### config.mk
export PLATFORM = sky130hd
export DESIGN_NAME = if_stage
export DESIGN_NICKNAME = d
export VERILOG_FILES = /design/src/rtl/mips_pkg.sv /design/src/rtl/if_id_reg.sv /design/src/rtl/if_stage.sv
export SDC_FILE = /design/constraint.sdc
export NUM_CORES = 1
export LEC_CHECK = 0
export BUFFER_PORTS_ARGS = -buffer_cell sky130_fd_sc_hd__buf_2
export CELL_PAD_IN_SITES_DETAIL_PLACEMENT = 0
export CELL_PAD_IN_SITES_GLOBAL_PLACEMENT = 2
export CORE_MARGIN = 1.5
export CORE_UTILIZATION = 32
export CTS_CLUSTER_SIZE = 25
export DETAILED_ROUTE_END_ITERATION = 10
export PLACE_DENSITY_LB_ADDON = 0.1
export SYNTH_ARGS = -nofsm -noshare
export SYNTH_HDL_FRONTEND = slang
export SYNTH_SLANG_ARGS = --single-unit
### constraint.sdc
create_clock -name clk -period 4 [get_ports clk]
set_input_delay 0.6 -clock clk [delete_from_list [all_inputs] [get_ports clk]]
set_output_delay 0.6 -clock clk [all_outputs]
set_load 0.02 [all_outputs]
### src/rtl/mips_pkg.sv
// Shared MIPS pipeline definitions: reset fetch address, fetch FSM encoding,
// the bubble instruction word and the word-address increment helper.
package mips_pkg;

    localparam logic [31:0] DEFAULT_RESET_PC = 32'h0000_3000;
    localparam logic [31:0] NOP_INSTR        = 32'h0000_0000;

    typedef enum logic {
        FETCH = 1'b0,
        HOLD  = 1'b1
    } fetchState_t;

    // Word-address successor; wraps silently at 2^30.
    function automatic logic [29:0] incWord(input logic [29:0] addr);
        return addr + 30'd1;
    endfunction

endpackage

### src/rtl/if_id_reg.sv
// IF/ID pipeline register: bubble beats load, load beats hold.
// The link address is left alone on a bubble since it is dead once valid drops.
module if_id_reg
    import mips_pkg::*;
(
    input  logic        clk,
    input  logic        rst,
    input  logic        load,
    input  logic        bubble,
    input  logic [31:0] instrIn,
    input  logic [31:2] pc4In,
    output logic        valid,
    output logic [31:0] instr,
    output logic [31:2] pc4
);

    always_ff @(posedge clk) begin
        if (rst) begin
            valid <= 1'b0;
            instr <= NOP_INSTR;
            pc4   <= '0;
        end else if (bubble) begin
            valid <= 1'b0;
            instr <= NOP_INSTR;
        end else if (load) begin
            valid <= 1'b1;
            instr <= instrIn;
            pc4   <= pc4In;
        end
    end

endmodule

### src/rtl/if_stage.sv
// Instruction fetch stage: architectural PC, fetch FSM with a one-entry skid
// buffer for decode stalls, and the delivered-instruction counter.
//
//  state | meaning
//  FETCH | request outstanding at pc; rdata accepted when imem_rdy
//  HOLD  | decode stalled after an accept; fetched word parked in skid buffer
module if_stage
    import mips_pkg::*;
#(
    parameter logic [31:0] RESET_PC = DEFAULT_RESET_PC
) (
    input  logic        clk,
    input  logic        rst,
    input  logic [31:2] npc,
    input  logic        stall,
    input  logic        flush,
    output logic [31:2] pc,
    output logic        imem_req,
    output logic [31:2] imem_addr,
    input  logic        imem_rdy,
    input  logic [31:0] imem_rdata,
    output logic        if_id_valid,
    output logic [31:0] if_id_instr,
    output logic [31:2] if_id_pc4,
    output logic [31:0] fetch_cnt
);

    localparam logic [29:0] RESET_WORD = RESET_PC[31:2];

    fetchState_t state;
    logic [31:2] pcReg;
    logic [31:0] skidInstr;
    logic [31:2] skidPc4;
    logic [31:0] fetchCnt;

    logic        accept;
    logic        loadIfId;
    logic        bubbleIfId;
    logic [31:0] loadInstr;
    logic [31:2] loadPc4;
    logic [31:2] pcPlus1;

    always_comb begin
        pcPlus1    = incWord(pcReg);
        accept     = (state == FETCH) && imem_rdy;
        loadIfId   = !flush && !stall && (accept || (state == HOLD));
        // A wait state with decode free still drains IF/ID so nothing is issued twice.
        bubbleIfId = flush || ((state == FETCH) && !imem_rdy && !stall);
        loadInstr  = (state == HOLD) ? skidInstr : imem_rdata;
        loadPc4    = (state == HOLD) ? skidPc4 : pcPlus1;
    end

    always_ff @(posedge clk) begin
        if (rst) begin
            state     <= FETCH;
            pcReg     <= RESET_WORD;
            skidInstr <= NOP_INSTR;
            skidPc4   <= '0;
            fetchCnt  <= '0;
        end else if (flush) begin
            state     <= FETCH;
            pcReg     <= npc;
            skidInstr <= NOP_INSTR;
            skidPc4   <= '0;
        end else begin
            case (state)
                FETCH: begin
                    if (imem_rdy) begin
                        if (stall) begin
                            state     <= HOLD;
                            skidInstr <= imem_rdata;
                            skidPc4   <= pcPlus1;
                        end else begin
                            pcReg    <= npc;
                            fetchCnt <= fetchCnt + 32'd1;
                        end
                    end
                end
                HOLD: begin
                    if (!stall) begin
                        state    <= FETCH;
                        pcReg    <= npc;
                        fetchCnt <= fetchCnt + 32'd1;
                    end
                end
                default: state <= FETCH;
            endcase
        end
    end

    if_id_reg uIfId (
        .clk    (clk),
        .rst    (rst),
        .load   (loadIfId),
        .bubble (bubbleIfId),
        .instrIn(loadInstr),
        .pc4In  (loadPc4),
        .valid  (if_id_valid),
        .instr  (if_id_instr),
        .pc4    (if_id_pc4)
    );

    assign pc        = pcReg;
    assign imem_addr = pcReg;
    assign imem_req  = (state == FETCH);
    assign fetch_cnt = fetchCnt;

endmodule

==> results.md, run 1 <==
* Relative slew slack at 34.12%
* FF-to-FF setup slack at 1.39 ns
* Fraction of layout cells with a size suffix above 1 at 25.20%
* Setup TNS at 0 ns
* Clock slew at reported path FFs at 0.08 ns
* Synth area leaders: dfxtp_1 (47%), nand2_1 (7.6%), a21oi_1 (6.3%)
* Sequential element share of the synthesized area at 46.81%
* Core Area at around 0.024 mm²
* Largest stage delay on the critical path at 0.87 ns
* DP Wirelength at around 16 mm
* Largest area contributor in the netlist: dfxtp_1
* Worst path depth at 6
* Initial antenna violation count at 0
* H-tree levels at 4
* Worst reg2reg startpoint: imem_addr[2]
* CTS resizes at 0
* Maximum VDD drop at 0.1972 mV
* Final worst path period share at 65.36%
* Post-synth top flop: dfxtp_1
* Hold Vio Cnt, Final at 0
* Synth Net Count at 1038
* # fillers at 2581
* Cells on worst reg2reg path at 6
* Hold Path Depth at 3
* DRT Wirelength at about 23 mm
* CP max-delay cell: nor4_1
* Worst Setup Start Kind: flop
* Crit path capture type: flop
* Synth warn at 0
* PwrDens at a little over 400 mW/mm²
* Io pins at 223
* Post-CTS setup repair buffer count at 0
* Final Non-Filler Cells at ~1.5k
* Gpl congestion at slightly below 0.8
* First-pass GRT wire length at 36.65 mm
* Clock Root Buffer: clkbuf_16
* Reg2reg end: uIfId.pc4[20]
* Clock sinks at 188
* Initial Utilization at 32.87%
* Antenna diode count at 0
* Crit path max fanout at 8
* WHS Endpoint: imem_addr[12]
* Clock buffer depth at 2
* Die Y at roughly 160 µm
* Synth-to-Final Area Change at 21.12%
* Worst endpoint required time at about 4.3 ns
* Largest net degree at the start of global routing at 63
* RSZ-0062 raised after global routing: false
* Min-Delay Path Class: in2reg
* Slew @ Worst Pin at 0.9882 ns
* Vias per cell at 4.841
* Dpl cells at 1428
* Synth top cells by count: dfxtp_1 (188), nand2_1 (162), a21oi_1 (102), nor2_1 (95), clkbuf_1 (58)
* Crit-path cells: ha_1, nand3_1, nor4_1, nand4_1, xor2_1, a221oi_1
* Vias in the first global route at 6486
* Syn Std Cell Area at around 0.008 mm²
* Setup violators final at 0
* Antenna viol nets, final at 0
* Post-synth top area share at 46.81%
* Initial DRC Count at 366
* Max Slew Vio Count at 0
* Buffers on Ports at roughly 220
* Max-cap violation count at 0
* Total GRT Usage at 17.78%
* Drt drc at 0
* DR pass1 iterations at 4
* Crit-path leading delay family: simple AND/OR/NAND/NOR gates
* Post-synth EDFFs at 0
* Synthesized flop and latch total at 188
* Worst Path Buf+Inv at 0
* Netlist cell types at 44
* DIE AREA at 0.02609 mm²
* Fin Clk Skew at about 0.016 ns
* FP Rows at 57
* Asr flop ratio synth at 0%
* Nets at 1192
* TritonCTS clock tree: built
* CTS buffer count at 17
* Min-delay src: npc[12]
* Fmax at 382.5 MHz
* Post-CTS Hold Fix Bufs at 0
* Most frequent cell after synthesis: dfxtp_1
* Via count at 7063
* Status: finished, final reports clean
* Final Critical Period at 2.614 ns
* Leak at 3.931 nW
* Die X at 161.5 µm
* WP data arrival at 2.94 ns
* GR Overflow Total at 0
* Gate Count Post-Synth at about 970
* WL per Instance at 16.11 µm
* Clock Latency Late Sink at 0.43 ns
* CP Class: reg2reg
* Syn avg cell area at approximately 8.3 µm²
[per-layer routing]
metal  routed length, µm  vias to the layer above  share of wire [%]  GRT usage [%]
met5                   0                        -                  0              0
met4                 147                        0               0.63          3.830
met3                1275                        9                5.4          4.083
met2               10290                      194                 44          27.16
met1               11780                     3233                 50          25.39
li1                    -                     3627                  -              -
[how the worst max path moves through the flow]
stage	start	end	slack [ns]
2_1_floorplan	fetch_cnt[18]	fetch_cnt[25]	1.80
3_3_place_gp	flush	fetch_cnt[22]	1.36
3_5_place_dp	flush	fetch_cnt[22]	1.33
4_1_cts	imem_addr[2]	uIfId.pc4[20]	1.37
5_1_grt	imem_addr[2]	uIfId.pc4[20]	1.11
6_report	imem_addr[2]	uIfId.pc4[20]	1.39
[worst register-to-register path, stage by stage (launching register included)]
cell      delay [ns]
dfxtp_1         0.47
ha_1            0.26
nand3_1         0.26
nor4_1          0.87
nand4_1         0.20
xor2_1          0.21
a221oi_1        0.23
[per-stage QoR]
step                      worst slack, ns  power (mW)  cell area [µm²]  hold WS, ns  utilization [%]
after floorplan                     1.803       2.282             8040       0.4360                -
after global placement              1.361       2.423             9181       0.4421            37.53
after detailed placement            1.333       2.423             9181       0.4475            37.53
after CTS                           1.369       4.068             9738       0.3644            39.81
after global routing                1.106       4.181             9738       0.3844            39.81
final                               1.386       3.999             9738       0.3841            39.81
[cell families (layout without fill, tap and decap cells)]
kind of cell               after synthesis  count (layout)  share of synthesized area [%]
AOI/OAI and AO/OA                      205             205                          14.94
adders and majority gates                2               2                         0.3112
xor gates and xnor gates                55              55                          5.991
buffers and inverters                  111             277                          6.614
muxes                                   35              35                          4.357
DFF                                    188             188                          46.81
and+or+nand+nor                        373             373                          20.98
[power by group]
group / switching [mW] / leakage, nW / internal [mW] / total [mW]
Sequential: 0.0561 / 1.53 / 1.92 / 1.98
Combinational: 0.264 / 2.14 / 0.130 / 0.394
Clock: 0.808 / 0.268 / 0.819 / 1.63
[final cells by class]
type                    count  area (µm²)  area share, %
clock inverters            14       131.4          1.349
flip-flops and latches    188        3765          38.66
clock buffers              17       425.4          4.368
inverters                  12       45.04         0.4625
well taps                 324       405.4          4.163
repair buffers            234        1204          12.36
multi-input cells         670        3762          38.64
[cells in the final DEF (no fill, tap or decap), drive strengths merged, types with 3 or more instances in the layout]
cell type    n
buf        234
dfxtp      188
nand2      162
a21oi      103
nor2        95
a211oi      43
mux2i       35
xnor2       30
o21ai       30
xor2        25
nand3       25
and3        22
nor4        20
nand4       18
clkbuf      17
inv         17
o22ai       14
nor3        12
clkinv       7
or2          6
and4         5
or4          4
a31o         3
a21o         3
[registers in the layout, summed over array words and instances, names as in the netlist]
signal / cells
state: 1
uIfId.instr: 32
skidInstr: 32
fetch_cnt: 32
uIfId.valid: 1
skidPc4: 30
imem_addr: 30
uIfId.pc4: 30
(Power assumes the default switching activity.)
==> inputs of run 2 (changes only) <==
--- a/config.mk
+++ b/config.mk
@@ -5,11 +5,12 @@
 export SDC_FILE = /design/constraint.sdc
 export NUM_CORES = 1
 export LEC_CHECK = 0
+export ABC_AREA = 1
 export BUFFER_PORTS_ARGS = -buffer_cell sky130_fd_sc_hd__buf_2
 export CELL_PAD_IN_SITES_DETAIL_PLACEMENT = 0
 export CELL_PAD_IN_SITES_GLOBAL_PLACEMENT = 2
 export CORE_MARGIN = 1.5
-export CORE_UTILIZATION = 32
+export CORE_UTILIZATION = 26
 export CTS_CLUSTER_SIZE = 25
 export DETAILED_ROUTE_END_ITERATION = 10
 export PLACE_DENSITY_LB_ADDON = 0.1
==> constraint.sdc (replaced) <==
create_clock -name clk -period 2.16 [get_ports clk]
set_input_delay 0.324 -clock clk [delete_from_list [all_inputs] [get_ports clk]]
set_output_delay 0.324 -clock clk [all_outputs]
set_load 0.02 [all_outputs]
==> results.md, run 2 <==
* Clock sinks at 188 (unchanged)
* Syn avg cell area at 6.823 µm² (-18%)
* Vias in the first global route at 8144 (+26%)
* Worst Setup Start Kind: flop
* DR pass1 iterations at 4 (unchanged)
* Vias per cell at 4.470 (-7.7%)
* Cells on worst reg2reg path at 8 (+2)
* Reg2reg end: fetch_cnt[23]
* Core Area at 0.03270 mm² (+34%)
* Setup TNS at 0 ns (unchanged)
* Largest area contributor in the netlist: dfxtp_1
* Synth Net Count at 1339 (+29%)
* Commonest non-fill, non-tap cell in the layout: nand2_1
* WL per Instance at 16.28 µm (+1.1%)
* FP Rows at 66 (+16%)
* Area occupied by registers at 0.003765 mm² (unchanged)
* Crit path max fanout at 32 (+24)
* Antenna diode count at 0 (unchanged)
* Synthesized flop and latch total at 188 (unchanged)
* First-pass GRT wire length at 48.04 mm (+31%)
* Status: finished, final reports clean
* Max Slew Vio Count at 0 (unchanged)
* Area of the multi-input gates at 0.004099 mm² (+8.9%)
* CTS resizes at 0 (unchanged)
* Drt drc at 0 (unchanged)
* Via count at 8480 (+20%)
* Gpl congestion at 0.7696 (+0.16%)
* Gate Count Post-Synth at 1270 (+31%)
* Synth top cells by count: nand2_1 (287), nor2_1 (228), dfxtp_1 (188), o21ai_0 (153), a21oi_1 (94)
* Min-Delay Path Class: in2reg
* Worst endpoint required time at 1.84 ns (-2.49 ns)
* Clock slew at reported path FFs at 0.07 ns (about the same)
* Most frequent cell after synthesis: nand2_1
* Worst setup margin at 0.2045 ns (-1.181 ns)
* Initial Utilization at 26.50% (-6.4 points)
* DP Wirelength at 21.34 mm (+37%)
* Synth warn at 0 (unchanged)
* Nets at 1511 (+27%)
* Setup violators final at 0 (unchanged)
* Initial DRC Count at 397 (+8.5%)
* Netlist cell types at 33 (-25%)
* Clock buffer depth at 2 (unchanged)
* Synth-to-Final Area Change at 23.66%
* RSZ-0062 raised after global routing: false
* Post-synth top area share at 43.43% (-3.4 points)
* Max-cap violation count at 0 (unchanged)
* Relative slew slack at 53.93% (+20 points)
* Fmax at about 500 MHz
* Post-synth EDFFs at 0 (unchanged)
* # fillers at 3661 (+42%)
* DRT Wirelength at 30.89 mm (+31%)
* Syn Std Cell Area at 0.008666 mm² (+7.8%)
* Critical Path End: imem_req
* Initial antenna violation count at 0 (unchanged)
* Hold Vio Cnt, Final at 0 (unchanged)
* TritonCTS clock tree: built
* Antenna viol nets, final at 0 (unchanged)
* Slew @ Worst Pin at 0.6911 ns (-0.2971 ns)
* Die X at 185.6 µm (+15%)
* Post-CTS setup repair buffer count at 0 (unchanged)
* Post-CTS Hold Fix Bufs at 0 (unchanged)
* Sequential element share of the synthesized area at 43.43% (-3.4 points)
* Commonest non-fill, non-tap cells in the layout: nand2_1 (287), nor2_1 (228), buf_2 (222)
* Final Critical Period at between 1.5 and 2 ns
* Final worst path period share at 90.53%
* Worst reg2reg startpoint: state
* WP data arrival at 1.63 ns (-1.31 ns)
* Buffers on Ports at 222 (unchanged)
* Total GRT Usage at 18.39% (+0.61 points)
* Clock Latency Late Sink at 0.45 ns (+0.02 ns)
* Die Y at 185.6 µm (+15%)
* Hold Path Depth at 3 (unchanged)
* CTS buffer count at 17 (unchanged)
* Fraction of layout cells with a size suffix above 1 at 21.03% (-4.2 points)
* Final Non-Filler Cells at 1897 (+30%)
* H-tree levels at 4 (unchanged)
* Synth area leaders: dfxtp_1 (43%), nand2_1 (12%), nor2_1 (9.9%)
* Fin Clk Skew at 0.01065 ns (-0.005493 ns)
* Crit path capture type: primary output
* PwrDens at 754.7 mW/mm² (+84%)
* Post-Route Utilization at 32.77% (-7.0 points)
* GR Overflow Total at 0 (unchanged)
* Post-synth top flop: dfxtp_1
* Maximum VDD drop at 0.6384 mV (+220%)
* Clock Root Buffer: clkbuf_16
* DIE AREA at 0.03443 mm² (+32%)
* Largest net degree at the start of global routing at 81 (+29%)
* Asr flop ratio synth at 0% (unchanged)
* Pre-CTS WS at 0.2998 ns (-1.034 ns)
* Io pins at 223 (unchanged)
* Critical Path Start: state
* FF-to-FF setup slack at 0.37 ns (-1.02 ns)
* Dpl cells at 1865 (+31%)
* CP Class: reg2out
* Leak at 4.950 nW (+26%)
==> run 2: worst min-delay path by stage <==
stage	from	slack, ns	end
2_1_floorplan	npc[12]	0.44	imem_addr[12]
3_3_place_gp	skidInstr[21]	0.45	skidInstr[21]
3_5_place_dp	skidInstr[5]	0.46	skidInstr[5]
4_1_cts	npc[12]	0.05	imem_addr[12]
5_1_grt	npc[13]	0.08	imem_addr[13]
6_report	npc[12]	0.07	imem_addr[12]
==> run 2: per-stage QoR <==
| stage | area [µm²] | total power, mW | hold WS [ns] |
|---|---|---|---|
| after floorplan | 8666 | 4.377 | 0.4372 |
| after global placement | 10090 | 4.775 | 0.4493 |
| after detailed placement | 10090 | 4.774 | 0.4553 |
| after CTS | 10720 | 8.239 | 0.05218 |
| after global routing | 10720 | 8.455 | 0.07830 |
| final | 10720 | 8.088 | 0.07478 |
==> run 2: report_power, final <==
part           switching, mW  internal, mW  leakage (nW)  total [mW]
clock network           1.54          1.88         0.299        3.42
logic                  0.644         0.305          3.12       0.948
registers              0.132          3.59          1.53        3.72
==> run 2: cell families after synthesis <==
group / synth area share [%]
xor+xnor: 1.819
fa+ha+maj: 0.2887
compound gates: 17.56
buf+inv: 9.428
flops: 43.43
simple gates: 27.48
==> run 2: cell type report <==
type                       instances  share of cell area, %
sequential                       188                  35.13
inverter                          89                  3.141
timing repair buffer             246                  12.52
clock buffer                      18                  4.098
clock inverter                    14                  1.705
tap                              442                  5.161
multi-input combinational        900                  38.25
==> run 2: worst max-delay path, cell delays in order (launching register included) <==
cell	delay (ns)
dfxtp_2	0.43
inv_4	0.10
buf_4	0.38
buf_2	0.25
==> run 2: metal layers <==
| layer | wire (µm) | global-route usage [%] |
|---|---|---|
| met2 | 14000 | 29.75 |
| met5 | 0 | 0 |
| met1 | 15490 | 25.29 |
| met4 | 352 | 4.903 |
| met3 | 1049 | 2.915 |
==> inputs of run 3 (changes only) <==
--- a/config.mk
+++ b/config.mk
@@ -7,10 +7,10 @@
 export LEC_CHECK = 0
 export ABC_AREA = 1
 export BUFFER_PORTS_ARGS = -buffer_cell sky130_fd_sc_hd__buf_2
-export CELL_PAD_IN_SITES_DETAIL_PLACEMENT = 0
-export CELL_PAD_IN_SITES_GLOBAL_PLACEMENT = 2
+export CELL_PAD_IN_SITES_DETAIL_PLACEMENT = 1
+export CELL_PAD_IN_SITES_GLOBAL_PLACEMENT = 1
 export CORE_MARGIN = 1.5
-export CORE_UTILIZATION = 26
+export CORE_UTILIZATION = 33
 export CTS_CLUSTER_SIZE = 25
 export DETAILED_ROUTE_END_ITERATION = 10
 export PLACE_DENSITY_LB_ADDON = 0.1
==> results.md, run 3 (synthesized netlist as in run 2, its figures left out) <==
* Clock slew at reported path FFs at 0.08 ns (about the same)
* Crit path max fanout at 7 (-78%)
* Commonest non-fill, non-tap cells in the layout: nand2_1 (287), nor2_1 (228), buf_2 (222)
* Initial Utilization at 33.44% (+6.9 points)
* Leak at 4.925 nW (-0.52%)
* H-tree levels at 4 (unchanged)
* PwrDens at 750.7 mW/mm² (-0.53%)
* Final Non-Filler Cells at 1787 (-5.8%)
* DIE AREA at 0.02724 mm² (-21%)
* Via count at 8702 (+2.6%)
* Reg2reg end: skidPc4[22]
* Pre-CTS WS at 0.2818 ns (-0.01803 ns)
* Worst Setup Start Kind: flop
* Area of the multi-input gates at 0.004099 mm² (unchanged)
* Setup violators final at 0 (unchanged)
* CTS resizes at 0 (unchanged)
* WP data arrival at 2.24 ns (+0.61 ns)
* Core Area at 0.02591 mm² (-21%)
* FF-to-FF setup slack at 0.24 ns (-0.13 ns)
* Cells on worst reg2reg path at 10 (+2)
* WHS Endpoint: imem_addr[13]
* # fillers at 3409 (-6.9%)
* Crit path capture type: flop
* GR Overflow Total at 0 (unchanged)
* Min-Delay Path Class: in2reg
* Area occupied by registers at 0.003765 mm² (unchanged)
* DP Wirelength at 20.18 mm (-5.5%)
* Fin Clk Skew at 0.01504 ns (+0.004395 ns)
* P_sw at 2.354 mW (+1.7%)
* Clock buffer depth at 2 (unchanged)
* Worst endpoint required time at 2.49 ns (+0.65 ns)
* Relative slew slack at 50.21% (-3.7 points)
* Min-delay src: npc[13]
* Buffers on Ports at 222 (unchanged)
* Die Y at 165.1 µm (-11%)
* Post-CTS Hold Fix Bufs at 0 (unchanged)
* Post-CTS setup repair buffer count at 0 (unchanged)
* Hold Vio Cnt, Final at 0 (unchanged)
* CTS buffer count at 17 (unchanged)
* Worst setup margin at 0.2419 ns (+0.03745 ns)
* Comb pwr share at 11.8% (about the same)
* Vias per cell at 4.870 (+8.9%)
* Max-cap violation count at 0 (unchanged)
* Initial DRC Count at 424 (+6.8%)
* Gpl congestion at 0.8071 (+4.9%)
* Final Critical Period at 1.918 ns (-0.03745 ns)
* Final worst path period share at 88.80% (-1.7 points)
* Worst reg2reg startpoint: imem_addr[2]
* Io pins at 223 (unchanged)
* Maximum VDD drop at 0.4012 mV (-37%)
* Largest net degree at the start of global routing at 69 (-15%)
* CP Class: reg2reg
* Setup TNS at 0 ns (unchanged)
* TritonCTS clock tree: built
* WL per Instance at 16.31 µm (+0.17%)
* Synth-to-Final Area Change at 21.47%
* Power, Total at 7.902 mW (-2.3%)
* Slew @ Worst Pin at 0.7468 ns (+0.05575 ns)
* First-pass GRT wire length at 45.98 mm (-4.3%)
* Pint at 5.548 mW (-3.9%)
* Fraction of layout cells with a size suffix above 1 at 20.81% (-0.22 points)
* Fmax at 521.4 MHz (+2.0%)
* Die X at 165.1 µm (-11%)
* Nets at 1507 (-0.26%)
* Clock Root Buffer: clkbuf_16
* Total GRT Usage at 21.66% (+3.3 points)
* FP Rows at 59 (-11%)
* Max Slew Vio Count at 0 (unchanged)
* Status: finished, final reports clean
* RSZ-0062 raised after global routing: false
* Initial antenna violation count at 0 (unchanged)
* Hold Path Depth at 3 (unchanged)
* Switch share at 29.79% (+1.2 points)
* Antenna viol nets, final at 0 (unchanged)
* Clock group share of total power at 41.2% (-1.0 points)
* Sequential Power Share at 47.0% (+1.0 points)
* Commonest non-fill, non-tap cell in the layout: nand2_1
* Clock sinks at 188 (unchanged)
* Drt drc at 0 (unchanged)
* DR pass1 iterations at 4 (unchanged)
* Dpl cells at 1754 (-6.0%)
* DRT Wirelength at 29.15 mm (-5.6%)
* Clock Latency Late Sink at 0.44 ns (about the same)
* Vias in the first global route at 8502 (+4.4%)
* Post-Route Utilization at 40.62% (+7.9 points)
## run 3: cell count changes in the layout (fill, tap and decap cells not counted), sizes merged
cell      delta
diode        +1
clkbuf       -1
buf          -4
clkinv       +3
bufinv       -2
inv          +1
clkinvlp     -1
## run 3: power groups by stage
stage          sequential, mW  clock, mW  combinational, mW
2_1_floorplan            3.87          0              0.507
3_3_place_gp             3.79          0              0.932
3_5_place_dp             3.80          0              0.942
4_1_cts                  3.72       3.37              0.947
5_1_grt                  3.74       3.49               1.03
6_report                 3.72       3.26              0.930
## run 3: critical path: stages (launching register included)
cell     delay, ns
dfxtp_1       0.46
ha_1          0.24
nand2_1       0.08
nor2_2        0.18
nand2_2       0.14
nor2_2        0.25
nand2_1       0.08
nand2_1       0.07
nand2_1       0.08
o21ai_0       0.17
inv_1         0.07
## run 3: worst max-delay path by stage
stage | startpoint | endpoint | slack [ns]
floorplan | imem_addr[2] | skidPc4[22] | 0.44
global placement | stall | skidPc4[23] | 0.33
detailed placement | imem_addr[2] | uIfId.pc4[18] | 0.28
CTS | imem_addr[2] | skidPc4[22] | 0.23
global route | imem_addr[2] | skidPc4[22] | 0.06
finish | imem_addr[2] | skidPc4[22] | 0.24
## run 3: through the flow
step | hold WS (ns) | instance area [µm²]
2_1_floorplan | 0.4372 | 8666
3_3_place_gp | 0.4490 | 9918
3_5_place_dp | 0.4541 | 9918
4_1_cts | 0.06157 | 10520
5_1_grt | 0.07428 | 10520
6_report | 0.08027 | 10530
## run 3: area by class of cell
type | instances | share of cell area [%]
multi-input combinational | 900 | 38.94
sequential | 188 | 35.77
timing repair buffer | 242 | 12.34
clock buffer | 17 | 4.041
tap | 335 | 3.982
inverter | 89 | 3.197
clock inverter | 15 | 1.712
antenna | 1 | 0.02377
## run 3: metal layers
layer	wire length (µm)	track usage, %	vias up
li1	-	-	4413
met1	14030	28.81	4106
met2	13820	37.24	170
met3	1124	3.497	13
met4	177	3.686	0
met5	0	0	-
